--- src/rtl/uart_pkg.sv ---
// Shared state encodings and divider helper for the UART transmitter.
// UART_TX_PARITY_EN widens the state to make room for the PARITY phase.
package uart_pkg;

`ifdef UART_TX_PARITY_EN
    localparam int STATE_W = 3;
`else
    localparam int STATE_W = 2;
`endif

    typedef logic [STATE_W-1:0] state_t;

    localparam state_t START = state_t'(2'b00);
    localparam state_t DATA  = state_t'(2'b01);
    localparam state_t STOP  = state_t'(2'b10);
    localparam state_t IDLE  = state_t'(2'b11);
`ifdef UART_TX_PARITY_EN
    localparam state_t PARITY = state_t'(3'b100);
`endif

    // Truncating divide: the resulting rate error is accepted by design.
    function automatic int calc_clks_per_bit(input int f, input int baud);
        return f / baud;
    endfunction

endpackage

--- src/rtl/uart_baud_tick.sv ---
// Bit-period counter: pulses tick for one cycle on the last clock of each bit
// period and restarts from zero on srst or clear.
module uart_baud_tick #(
    parameter int CLKS_PER_BIT = 5208
) (
    input  logic clk,
    input  logic srst,
    input  logic clear,
    output logic tick
);
    localparam int CNT_W = (CLKS_PER_BIT > 2) ? $clog2(CLKS_PER_BIT) : 1;
    localparam logic [CNT_W-1:0] LAST = CNT_W'(CLKS_PER_BIT - 1);

    logic [CNT_W-1:0] count_reg;
    logic [CNT_W-1:0] count_next;

    assign tick = (count_reg == LAST);

    always_comb begin
        count_next = count_reg + CNT_W'(1);
        if (clear || tick) begin
            count_next = '0;
        end
    end

    always_ff @(posedge clk) begin
        if (srst) begin
            count_reg <= '0;
        end else begin
            count_reg <= count_next;
        end
    end

endmodule

--- src/rtl/uart_tx.sv ---
// Free-running 8N1 transmitter: IDLE guard, start, 8 data bits LSB first, stop.
// Define UART_TX_PARITY_EN to insert an even-parity bit before the stop bit.
module uart_tx
    import uart_pkg::*;
#(
    parameter int BAUD = 9600,
    parameter int F    = 50000000
) (
    input  logic       clk,
    input  logic       rst,
    input  logic [7:0] data,
    output logic       tx
);
    localparam int CLKS_PER_BIT = calc_clks_per_bit(F, BAUD);

    generate
        if (CLKS_PER_BIT < 2) begin : g_bad_divider
            $error("uart_tx: F/BAUD must be at least 2");
        end
    endgenerate

    state_t     state_reg;
    state_t     state_next;
    logic [7:0] shift_reg;
    logic [7:0] shift_next;
    logic [2:0] bit_idx_reg;
    logic [2:0] bit_idx_next;
    logic       tx_reg;
    logic       tx_next;
    logic       tick;
`ifdef UART_TX_PARITY_EN
    logic       parity_reg;
    logic       parity_next;
`endif

    // Every state change lands on a tick, so this only re-aligns the counter.
    uart_baud_tick #(
        .CLKS_PER_BIT(CLKS_PER_BIT)
    ) u_baud_tick (
        .clk  (clk),
        .srst (rst),
        .clear(state_next != state_reg),
        .tick (tick)
    );

    always_comb begin
        state_next   = state_reg;
        shift_next   = shift_reg;
        bit_idx_next = bit_idx_reg;
        tx_next      = tx_reg;
`ifdef UART_TX_PARITY_EN
        parity_next  = parity_reg;
`endif
        if (tick) begin
            case (state_reg)
                IDLE: begin
                    state_next = START;
                    shift_next = data;
                    tx_next    = 1'b0;
`ifdef UART_TX_PARITY_EN
                    parity_next = ^data;
`endif
                end
                START: begin
                    state_next = DATA;
                    tx_next    = shift_reg[0];
                end
                DATA: begin
                    shift_next = {1'b0, shift_reg[7:1]};
                    if (bit_idx_reg == 3'd7) begin
                        bit_idx_next = 3'd0;
`ifdef UART_TX_PARITY_EN
                        state_next = PARITY;
                        tx_next    = parity_reg;
`else
                        state_next = STOP;
                        tx_next    = 1'b1;
`endif
                    end else begin
                        bit_idx_next = bit_idx_reg + 3'd1;
                        tx_next      = shift_reg[1];
                    end
                end
`ifdef UART_TX_PARITY_EN
                PARITY: begin
                    state_next = STOP;
                    tx_next    = 1'b1;
                end
`endif
                STOP: begin
                    state_next = IDLE;
                    tx_next    = 1'b1;
                end
                default: begin
                    state_next = IDLE;
                    tx_next    = 1'b1;
                end
            endcase
        end
    end

    always_ff @(posedge clk) begin
        if (rst) begin
            state_reg   <= IDLE;
            shift_reg   <= 8'h00;
            bit_idx_reg <= 3'd0;
            tx_reg      <= 1'b1;
`ifdef UART_TX_PARITY_EN
            parity_reg  <= 1'b0;
`endif
        end else begin
            state_reg   <= state_next;
            shift_reg   <= shift_next;
            bit_idx_reg <= bit_idx_next;
            tx_reg      <= tx_next;
`ifdef UART_TX_PARITY_EN
            parity_reg  <= parity_next;
`endif
        end
    end

    assign tx = tx_reg;

endmodule

--- config.mk ---
export PLATFORM = sky130hd
export DESIGN_NAME = uart_tx
export DESIGN_NICKNAME = d
export VERILOG_FILES = /design/src/rtl/uart_pkg.sv /design/src/rtl/uart_baud_tick.sv /design/src/rtl/uart_tx.sv
export SDC_FILE = /design/constraint.sdc
export NUM_CORES = 1
export LEC_CHECK = 0
export CAP_MARGIN = 0
export CELL_PAD_IN_SITES_DETAIL_PLACEMENT = 0
export CELL_PAD_IN_SITES_GLOBAL_PLACEMENT = 2
export CORE_UTILIZATION = 36
export DETAILED_ROUTE_END_ITERATION = 12
export PLACE_DENSITY = 0.89
export SLEW_MARGIN = 5
export SYNTH_ARGS = -nofsm -noshare
export SYNTH_HDL_FRONTEND = slang
export SYNTH_SLANG_ARGS = --single-unit
--- constraint.sdc ---
create_clock -name clk -period 2.1 [get_ports clk]
set_input_delay 0.42 -clock clk [delete_from_list [all_inputs] [get_ports clk]]
set_output_delay 0.42 -clock clk [all_outputs]
set_load 0.02 [all_outputs]
==> results list <==
- Min-Delay Path Class: reg -> reg
- In this run the number of H-tree levels came out at 1.
- Startpoint of the worst hold path: shift_reg[7]$_SDFFE_PP0P_
* Power density cells: 538 mW/mm^2
- Core outline area: 0.00369 sq mm
- At the pin with the least slew margin, the transition time is 0.496 ns.
* Vias in the first global route: 1135
- After legalization and detailed placement, the total HPWL measured 2.07 mm.
- The run finished with clean final reports.
* Max VDD drop: 0.312 mV
- Startpoint of the most critical setup path: u_baud_tick.count_reg[0]$_SDFF_PP0_
- Counting every sink on the clock net gives 27.
- Number of buffers inserted during clock tree synthesis: 3
- Placer's final routability congestion estimate: 0.804
- Synthesis instantiated 34 different standard cells from the library.
- The repair_antennas step left the layout with diodes totalling 0.
* Sequential cell area fraction in the yosys report: 38.5%
- For the final database, setup skew stands at 0.00613 ns.
* Post-route total power: 866 uW
- After detailed routing, the average wire length per cell comes to 14.0 um.
- Setup repair after global routing left no endpoint under its margin.
- The post-route netlist has 10.7% of its cells at a drive strength greater than 1.
- The area growth from synthesis to layout is 14.8%.
- After detailed routing, the met2 layer carries 1.36 mm of wire.
- The routed design could run at a clock period as short as 1.88 ns.
- The floorplan step set the die height to 64.4 um.
- The register with the most flip-flops in the layout has 13 of them.
- Wire length of the first global-routing pass: 5.15 mm
* Worst R2R Path Depth: 4
- For this run the aggregate overflow at the end of global routing stands at 0.
- Setup fix buffers added after clock tree synthesis: 0
- Buffer depth of the longest clock path: 2
- Routed length on met3: 76 um
- The finished cells cover 0.00161 sq mm.
- Cell area after synthesis: 0.00140 sq mm
- Warnings, synthesis: 0
* Count of non-filler cells in the finished layout: 207
* Largest fanout of any net on the critical path: 9
- Setup violations remaining at the end of the flow were counted as 0.
- 1st-iter DRT viols: 57
- Cell count after synthesis: 150
- Standard-cell row count: 22
- STA classifies the critical path startpoint as a flop.
* Final WL: 2.91 mm
- STA classifies the critical path endpoint as a flop.
* Worst hold-check slack: 0.467 ns
* Clock root buffer: clkbuf_8
- Counting flops and latches in the post-synthesis netlist gives 27.
- Die width: 64.4 um
- 11 I/O pins were placed.
- Worst skew pair latency: 0.27 ns
- The number of placed instances, taps included, is 203.
- Fillcell total: 374
- For this design, the CTS-stage hold fixing added 0 buffers.
* Total vias in the final route: 1182
* Number of vias per cell after detailed routing: 5.71
- The die covers 0.00415 sq mm.
- Placement-stage cell area: 0.00156 sq mm
- Entering global routing, the biggest net connects 16 pins.
- Starting utilization of the core area: 38.0%
* Highest attainable clock frequency: 531 MHz
- Total negative slack for setup checks: 0 ns
- Final hold violation count: 0
- In the final routing, the length of wire on met1 measures 1.44 mm.
- The initial antenna violation count came to 0.
- Input and output buffers added on the ports amount to 10.
- The worst path uses 89.6% of the clock period.
- Syn Nets: 163
* Worst setup path class: reg -> reg
* Global-route total usage across every layer: 15.8%
* Worst reg2reg path startpoint: u_baud_tick.count_reg[0]$_SDFF_PP0_
- Count of antenna-violating nets left after detailed routing: 0
- Total number of nets in the final design: 173
- Drt first pass iters: 4
- STA puts the critical path data arrival time at 2.07 ns.
- Endpoint required time on the critical path: 2.29 ns
* Number of cells upsized or downsized after cts: 0
- Dividing the synthesized area by the synthesized cell count gives 9.35 sq um.
- Max Transition Viols Final: 0
- Across the run, the number of max-cap violations was 0.
* Clock tree from TritonCTS: yes
- Leakage power summed over all cells: 0.588 nW
- In the routed design, unresolved DRC markers number 0.
* Top layer in use: met4
- The worst hold path passes through 2 cells.
- In this run the tightest slew margin relative to its limit is 67.0%.
* Clock edge transition at the registers on the reported setup and hold paths: 0.09 ns
[power breakdown]
| part | switching [mW] | total [mW] | internal (mW) | leakage [nW] |
|---|---|---|---|---|
| registers | 0.00752 | 0.524 | 0.516 | 0.218 |
| clock network | 0.160 | 0.293 | 0.133 | 0.0255 |
| logic | 0.0218 | 0.0492 | 0.0274 | 0.344 |
[per-stage QoR]
stage	worst slack (ns)	utilization [%]
final	0.218	43.7
after global routing	0.0973	43.7
after CTS	0.214	43.7
after detailed placement	0.235	42.4
after global placement	0.322	42.4
after floorplan	0.438	-
[cells by family after synthesis]
| group | after synthesis | share of synthesized area [%] |
|---|---|---|
| adder cells (fa/ha/maj) | 3 | 2.68 |
| flip-flops | 27 | 38.5 |
| multiplexers | 13 | 9.37 |
| XOR/XNOR | 3 | 1.87 |
| AO/OA/AOI/OAI | 35 | 18.4 |
| AND/OR/NAND/NOR | 54 | 24.4 |
| buffers and inverters | 15 | 4.73 |
[cells in the mapped netlist (all sizes together)]
library cell	n	area share (%)
dfxtp	27	39
mux2i	12	8.6
o31ai	11	5.9
o41ai	9	6.2
a21oi	8	2.9
nand2	8	2.1
nand3	8	3.2
nor2	8	2.1
nor2b	8	3.6
buf	7	2.5
clkbuf	6	1.7
or4	6	3.2
o21ai	4	1.4
or3	4	1.8
ha	3	2.7
nand4	3	1.3
inv	2	0.54
nand2b	2	0.89
nand4bb	2	2.8
xor2	2	1.2
and3	1	0.45
mux2	1	0.80
nand4b	1	0.62
nor3	1	0.36
nor4	1	1.5
o211a	1	0.71
o211ai	1	0.54
o221a	1	0.80
or2	1	0.45
xnor2	1	0.62
[final cells by class]
type	instances	area, sq um	area share, %
multi-input combinational	108	796	49.4
sequential	27	541	33.6
timing repair buffer	18	160	9.95
tap	48	60.1	3.73
clock buffer	3	41.3	2.56
inverter	2	7.51	0.466
clock inverter	1	5.00	0.311
[worst max-delay path, cell delays in order, from the launching register on]
cell and delay [ns]:
dfxtp_1 0.42, ha_1 0.34, nand3_2 0.11, or4_1 0.61, o31ai_1 0.32
[layout by cell type (no fill, tap or decap), drive strengths merged]
master,synthesis,routed
a21oi,8,8
and3,1,1
buf,7,8
clkbuf,6,3
clkdlybuf4s50,0,10
clkinv,0,1
dfxtp,27,27
ha,3,3
inv,2,2
mux2,1,1
mux2i,12,12
nand2,8,8
nand2b,2,2
nand3,8,8
nand4,3,3
nand4b,1,1
nand4bb,2,2
nor2,8,8
nor2b,8,8
nor3,1,1
nor4,1,1
o211a,1,1
o211ai,1,1
o21ai,4,4
o221a,1,1
o31ai,11,11
o41ai,9,9
or2,1,1
or3,4,4
or4,6,6
xnor2,1,1
xor2,2,2
[path summary, 6_finish.rpt]
| path | end | slack (ns) |
|---|---|---|
| setup / recovery | shift_reg[4]$_SDFFE_PP0P_ | 0.22 |
| hold / removal | shift_reg[7]$_SDFFE_PP0P_ | 0.47 |
| setup reg to reg | shift_reg[4]$_SDFFE_PP0P_ | 0.22 |
| hold reg to reg | shift_reg[7]$_SDFFE_PP0P_ | 0.47 |
[routing by layer]
metal / global-route usage [%] / vias to the layer above
met2: 25.7 / 17
met5: 0 / -
li1: - / 581
met1: 21.3 / 580
met4: 5.83 / 0
met3: 2.11 / 4
Power figures use the tool's default switching activity.
